$ cat src/rtl/shift_left_seq.sv
// shift_left_seq: sequential left shifter, one binary stage of shamt per cycle (MSB stage first).
// Define SHIFT_LEFT_SEQ_ROTATE_EN to make in_rotate select rotate-left instead of fill.
module shift_left_seq #(
    parameter int WIDTH   = 32,
    parameter int SHAMT_W = 5
) (
    input  logic               clk,
    input  logic               rst,
    input  logic               in_valid,
    output logic               in_ready,
    input  logic [WIDTH-1:0]   in_data,
    input  logic [SHAMT_W-1:0] in_shamt,
    input  logic               in_fill,
    input  logic               in_rotate,
    output logic               out_valid,
    input  logic               out_ready,
    output logic [WIDTH-1:0]   out_data
);
    localparam int KW = (SHAMT_W > 1) ? $clog2(SHAMT_W) : 1;

    typedef enum logic [1:0] {IDLE, RUN, DONE} state_t;

    state_t             state_q, state_d;
    logic [WIDTH-1:0]   data_q, data_d, out_data_q, out_data_d, stage, low;
    logic [SHAMT_W-1:0] shamt_q, shamt_d;
    logic [KW-1:0]      k_q, k_d;
    logic               fill_q, fill_d, rot_q, rot_d;
    logic [SHAMT_W:0]   amt;

    // One stage: shift by 2^k, refilling the vacated low bits.
    always_comb begin
        amt = (SHAMT_W+1)'(1) << k_q;
        low = fill_q ? ~({WIDTH{1'b1}} << amt) : '0;
`ifdef SHIFT_LEFT_SEQ_ROTATE_EN
        if (rot_q) low = data_q >> ((SHAMT_W+1)'(WIDTH) - amt);
`endif
        stage = shamt_q[k_q] ? ((data_q << amt) | low) : data_q;
    end

`ifndef SHIFT_LEFT_SEQ_ROTATE_EN
    logic unused_rot;
    assign unused_rot = rot_q;
`endif

    always_comb begin
        state_d    = state_q;
        data_d     = data_q;
        out_data_d = out_data_q;
        shamt_d    = shamt_q;
        fill_d     = fill_q;
        rot_d      = rot_q;
        k_d        = k_q;
        case (state_q)
            IDLE: if (in_valid) begin
                data_d  = in_data;
                shamt_d = in_shamt;
                fill_d  = in_fill;
`ifdef SHIFT_LEFT_SEQ_ROTATE_EN
                rot_d   = in_rotate;
`else
                rot_d   = 1'b0;
`endif
                k_d     = KW'(SHAMT_W - 1);
                state_d = RUN;
            end
            RUN: begin
                data_d = stage;
                k_d    = (k_q == '0) ? k_q : k_q - 1'b1;
                if (k_q == '0) begin
                    out_data_d = stage;
                    state_d    = DONE;
                end
            end
            DONE: state_d = out_ready ? IDLE : DONE;
            default: state_d = IDLE;
        endcase
    end

    always_ff @(posedge clk or posedge rst) begin
        if (rst) begin
            state_q    <= IDLE;
            data_q     <= '0;
            out_data_q <= '0;
            shamt_q    <= '0;
            fill_q     <= 1'b0;
            rot_q      <= 1'b0;
            k_q        <= '0;
        end else begin
            state_q    <= state_d;
            data_q     <= data_d;
            out_data_q <= out_data_d;
            shamt_q    <= shamt_d;
            fill_q     <= fill_d;
            rot_q      <= rot_d;
            k_q        <= k_d;
        end
    end

    assign in_ready  = (state_q == IDLE) && !rst;
    assign out_valid = (state_q == DONE);
    assign out_data  = out_data_q;
endmodule

$ cat config.mk
export PLATFORM = sky130hd
export DESIGN_NAME = shift_left_seq
export DESIGN_NICKNAME = d
export VERILOG_FILES = /design/src/rtl/shift_left_seq.sv
export SDC_FILE = /design/constraint.sdc
export NUM_CORES = 1
export LEC_CHECK = 0
export CAP_MARGIN = 30
export CORE_UTILIZATION = 50
export DETAILED_ROUTE_END_ITERATION = 10
export MAX_ROUTING_LAYER = met4
export PLACE_DENSITY = 0.82
export SKIP_CTS_REPAIR_TIMING = 1
export SLEW_MARGIN = 0
export SYNTH_ARGS = -nofsm -noshare
export SYNTH_HDL_FRONTEND = slang
export SYNTH_SLANG_ARGS = --single-unit
$ cat constraint.sdc
create_clock -name clk -period 3.5 [get_ports clk]
set_input_delay 0.875 -clock clk [delete_from_list [all_inputs] [get_ports clk]]
set_output_delay 0.875 -clock clk [all_outputs]
set_load 0.02 [all_outputs]
== Word-level counts from Yosys, hierarchy flattened ==
Cells that the tools add are included.

* Register bits: 75
* Word-level logic and storage cells: 41
* Output and inout bits: 34
* Input port bits: 43

* Shift operators: 3
* Bitwise operators: 2
* Reduce and logical (&&, ||, !) cells: 10
* Equality and inequality tests: 5
* Mux-type cells: 13
* $add $sub $neg: 1
* Order comparisons: 1

{| class="wikitable"
|+ Operators by type and width
! operator !! number
|-
| $mux W32 || 3
|-
| $pmux W32 S2 || 1
|-
| $not A32 Y32 || 1
|-
| $or A32 B32 Y32 || 1
|-
| $shl A32 B6 Y32 || 1
|-
| $shl A32 B6 Y32 const A || 1
|-
| $reduce_and A2 Y1 || 4
|-
| $mux W2 || 3
|-
| $mux W3 || 2
|-
| $ne A2 B2 Y1 const B || 3
|-
| $pmux W2 S3 || 1
|-
| $pmux W3 S2 || 1
|-
| $shl A1 B3 Y6 const A || 1
|-
| $lt A3 B4 Y1 const B || 1
|-
| $bmux W1 S3 || 1
|-
| $logic_not A3 Y1 || 1
|-
| $reduce_and A3 Y1 || 1
|-
| $sub A3 B1 Y3 const B || 1
|-
| $eq A2 B1 Y1 const B || 1
|-
| $eq A2 B2 Y1 const B || 1
|-
| $logic_not A2 Y1 || 1
|-
| $reduce_bool A2 Y1 || 1
|-
| $logic_and A1 B1 Y1 || 1
|-
| $logic_not A1 Y1 || 1
|-
| $mux W1 || 1
|}

== Depth between registers and ports, before layout ==
Gate-level depths: netlist of the first run.

* Word-level depth: 7
* Mapped depth: 11
* Gate-level depth less buffers: 8

== Worst setup path after synthesis of the first run ==
OpenSTA, ideal clock, no wires.

* Path type: flip-flop to flip-flop
* Start point: register k_q[1]
* End point: register data_q[1]
* Stages on the path, launching flop included: 9
* Arrival: 2157 ps
* Required time: 3374 ps
* Library setup time: 126 ps
* Path buffers: 1
* Path slack: 1217 ps
* Cell sequence: dfrtp_1 -> inv_1 -> ha_1 -> buf_2 -> or3b_2 -> a21o_2 -> o211ai_1 -> a22oi_1 -> a221o_1

* Cells in the longest elaborated chain, start to end: 7

{| class="wikitable"
|+ Ends and longest elaborated chain
! what !! RTL line !! source
|-
| from (decl) || 26 || <nowiki>logic [KW-1:0] k_q, k_d;</nowiki>
|-
| from (signal assigned) || 95 || <nowiki>k_q <= k_d;</nowiki>
|-
| $shl A1 B3 Y6 || 32 || <nowiki>amt = (SHAMT_W+1)'(1) << k_q;</nowiki>
|-
| $shl A32 B6 Y32 || 33 || <nowiki>low = fill_q ? ~({WIDTH{1'b1}} << amt) : '0;</nowiki>
|-
| $not A32 Y32 || 33 ||
|-
| $mux W32 || 33 ||
|-
| $or A32 B32 Y32 || 37 || <nowiki>stage = shamt_q[k_q] ? ((data_q << amt) | low) : data_q;</nowiki>
|-
| $mux W32 (*) || 37 ||
|-
| $pmux W32 S2 (*) || 53 || <nowiki>case (state_q)</nowiki>
|-
| to (signal assigned) || 90 || <nowiki>data_q <= data_d;</nowiki>
|-
| to (decl) || 24 || <nowiki>logic [WIDTH-1:0] data_q, data_d, out_data_q, out_data_d, stage, low;</nowiki>
|}

Mark *: on every way between the ends. The rest lies on a longest branch, timed or not. The select of a mux whose other input is x is not followed.
A chain may end at the register's enable or synchronous reset.

== Worst setup path in the final report of the first run ==
* Start point: register k_q[1]
* End point: register out_data_q[22] (netlist: out_data[22])

* Cells in the longest elaborated chain, start to end: 6

{| class="wikitable"
|+ Ends and longest elaborated chain
! what !! RTL line !! source
|-
| $shl A1 B3 Y6 || 32 ||
|-
| $shl A32 B6 Y32 || 33 ||
|-
| $not A32 Y32 || 33 ||
|-
| $mux W32 || 33 ||
|-
| $or A32 B32 Y32 || 37 ||
|-
| $mux W32 || 37 ||
|-
| to (signal assigned) || 91 || <nowiki>out_data_q <= out_data_d;</nowiki>
|-
| to (decl) || 24 ||
|}

Several ways; a longest one is shown, not always the timed one. The select of a mux whose other input is x is not followed.

==> impl_metrics.yaml, run 1 <==
run_status:
  status: "complete, no violations"
sta:
  hold_viol: 0
  fin_crit_sh_pct: 94.65
  rsz0062_at_grt: "no"
  fmax_mhz: 301.9
  slew_headroom_pct: 51.99
  period_needed_ns: 3.313
  timing.hold.ws_ns: 0.4806
  tightestPinTransition_ns: 0.7201
  slew_viol_final: 0
  fin_ws_ns: 0.1874
  tns_ns: 0
  setup-violations-final: 0
  timing.clock.skew_ns: 0.009033
cts:
  cts_made_buffers: 9
  clock-root-buffer: "clkbuf_16"
  clk_pin_slew_ns: 0.06
  clockBufferDepth: 2
  cts_tree: "built"
  cts.sinks: 75
  h-tree-depth: 3
  insertion_delay_ns: 0.35
die:
  core_region_area_mm2: 0.01166
  die_y_um: 112.4
  io_pins: 77
  start_util_pct: 52.27
  design.die.area_mm2: 0.01264
  num_rows: 39
  dieWidth_um: 112.4
global_routing:
  grtUsageTotal_pct: 40.42
  grt_pass1_vias: 6489
  grt_pass1_wl_um: 37320
  grt_overflow: 0
  grt_max_degree: 76
  antenna_found_initial: 0
critical_path:
  end_kind: "register"
  cp.arrival_ns: 3.53
  max_stage_delay_ns: 0.63
  r2r_slack_ns: 0.19
  crit_slowest_cell: "ha_1"
  worst-path-buf-inv: 2
  start_kind: "register"
  cp_top_family: "compound AO/OA/AOI/OAI gates"
  path_class: "reg -> reg"
  crit_required_ns: 3.72
  cp_max_fo: 19
  crit_chain: "inv_1 -> ha_1 -> buf_4 -> mux2i_1 -> o32ai_1 -> a211oi_1 -> o21ai_0 -> a211oi_1 -> o21ai_0"
cells_and_area:
  final_layout_size_suffix_gt1_share_pct: 11.79
  antenna_cells: 0
  final_core_util_pct: 62.09
  fin_area_mm2: 0.007241
  syn_to_final_growth_pct: 18.78
  fillerInstances: 1055
  fin_nets: 849
synthesis:
  yosys_warnings: 0
  yosys_most_used_dff: "dfrtp_1"
  synth_area_mm2: 0.006096
  synth_nets: 795
  synth_area_leader_cell: "dfrtp_1"
  ys_seq_area_share_pct: 30.79
  synth.distinct_cells: 71
  synthTopCellsByArea: "dfrtp_1 (31%), o21ai_0 (7.5%), nand2_1 (6.1%), mux2i_1 (5.1%), a22oi_1 (3.7%)"
  synth_common_cells: "nand2_1 (99), o21ai_0 (91), dfrtp_1 (75), nor2_1 (59), a21oi_1 (38)"
  yosysTopAreaCellShare_pct: 30.79
  async_reset_ff_share_pct: 100.0
  synth_seq_cells: 75
  syn_inst: 747
  synth_edf_count: 0
  syn_avg_cell_area_um2: 8.160
  synth.most_common_cell: "nand2_1"
routing:
  num_vias: 6576
  wl_per_cell_um: 25.18
  dr.first_iter.drc_count: 791
  ant_nets: 0
  dr.pass1.iters: 8
  wl_um: 23900
  drc: 0
  via_per_inst: 6.929
power:
  pwr_density_cell_mw_per_mm2: 1282
  power.leakage_uw: 0.002957
  max-vdd-ir-drop_uv: 1024
placed_design:
  dpl_worst_slack_ns: 0.2652
  gp_congestion: 1.021
  io_buffer_count: 75
  dpl_cell_area_mm2: 0.006912
  dpl.hpwl_um: 17440
hold_path:
  hold_path_class: "reg -> reg"
run:
  cap_viol_max_count: 0
## cell usage in the layout (no fill, tap or decap), types with 14 or more instances in the layout
master,n
nor2_1,59
nand2_1,99
mux2i_1,31
clkdlybuf4s50_1,75
buf_4,41
dfrtp_1,75
a31oi_1,16
o31ai_1,14
a21oi_1,38
a22oi_1,30
nand3_1,21
o21ai_0,91
## report_power, final
group,internal [uW],switching [uW]
registers,1300,678
clock network,648,400
logic,2410,3840
## kinds of logic (layout without fill, tap and decap cells)
kind of cell,after synthesis,in the layout,share of synthesized area (%)
mux,51,51,10.32
buf+inv,87,146,8.354
simple gates,250,250,19.58
fa+ha+maj,5,5,1.026
compound gates,279,279,29.93
flops,75,75,30.79
## flip-flops by register name, indices dropped and copies added, names as in the netlist
signal    count
fill_q        1
shamt_q       5
k_q           3
out_data     32
data_q       32
state_q       2
## worst reg2reg max path, delay by kind of cell, from the launching register on
kind / cells / cell delay, ns
compound gates: 5 / 1.38
fa+ha+maj: 1 / 0.63
buf+inv: 2 / 0.45
flops: 1 / 0.47
mux: 1 / 0.26
## through the flow
step / cells / total power [uW]
2_1_floorplan: 747 / 5971
3_3_place_gp: 933 / 7916
3_5_place_dp: 933 / 8055
4_1_cts: 949 / 9117
5_1_grt: 949 / 9804
6_report: 949 / 9282
## cell type report
type / instances / area [um^2] / area share (%)
clock buffer: 11 / 242.7 / 3.352
timing repair buffer: 118 / 1099 / 15.17
tap: 143 / 178.9 / 2.471
inverter: 12 / 45.04 / 0.6221
sequential: 75 / 1877 / 25.92
clock inverter: 5 / 86.33 / 1.192
multi-input combinational: 585 / 3712 / 51.27
## path summary, 6_finish.rpt
| check | endpoint | cells past startpoint | startpoint |
|---|---|---|---|
| min in group asynchronous | data_q[1] | 3 | rst |
| setup / recovery | out_data[22] | 9 | k_q[1] |
| setup reg to reg | out_data[22] | 9 | k_q[1] |
| max in group asynchronous | data_q[16] | 3 | rst |
| hold reg to reg | out_data[24] | 2 | out_data[24] |
| hold / removal | out_data[24] | 2 | out_data[24] |
## metal layers
metal	wire length (um)	track usage (%)
met5	0	-
met4	1580	26.22
met3	1991	5.994
met2	11130	64.31
met1	9191	48.02
Power figures use the tool's default switching activity.
==> run 2: changes to the inputs <==
- ABC_CLOCK_PERIOD_IN_PS: unset -> 3500
- SKIP_LAST_GASP: unset -> 1
==> results of run 2 <==
Same layout as run 1: the final DEF is identical, and so are final timing and power.
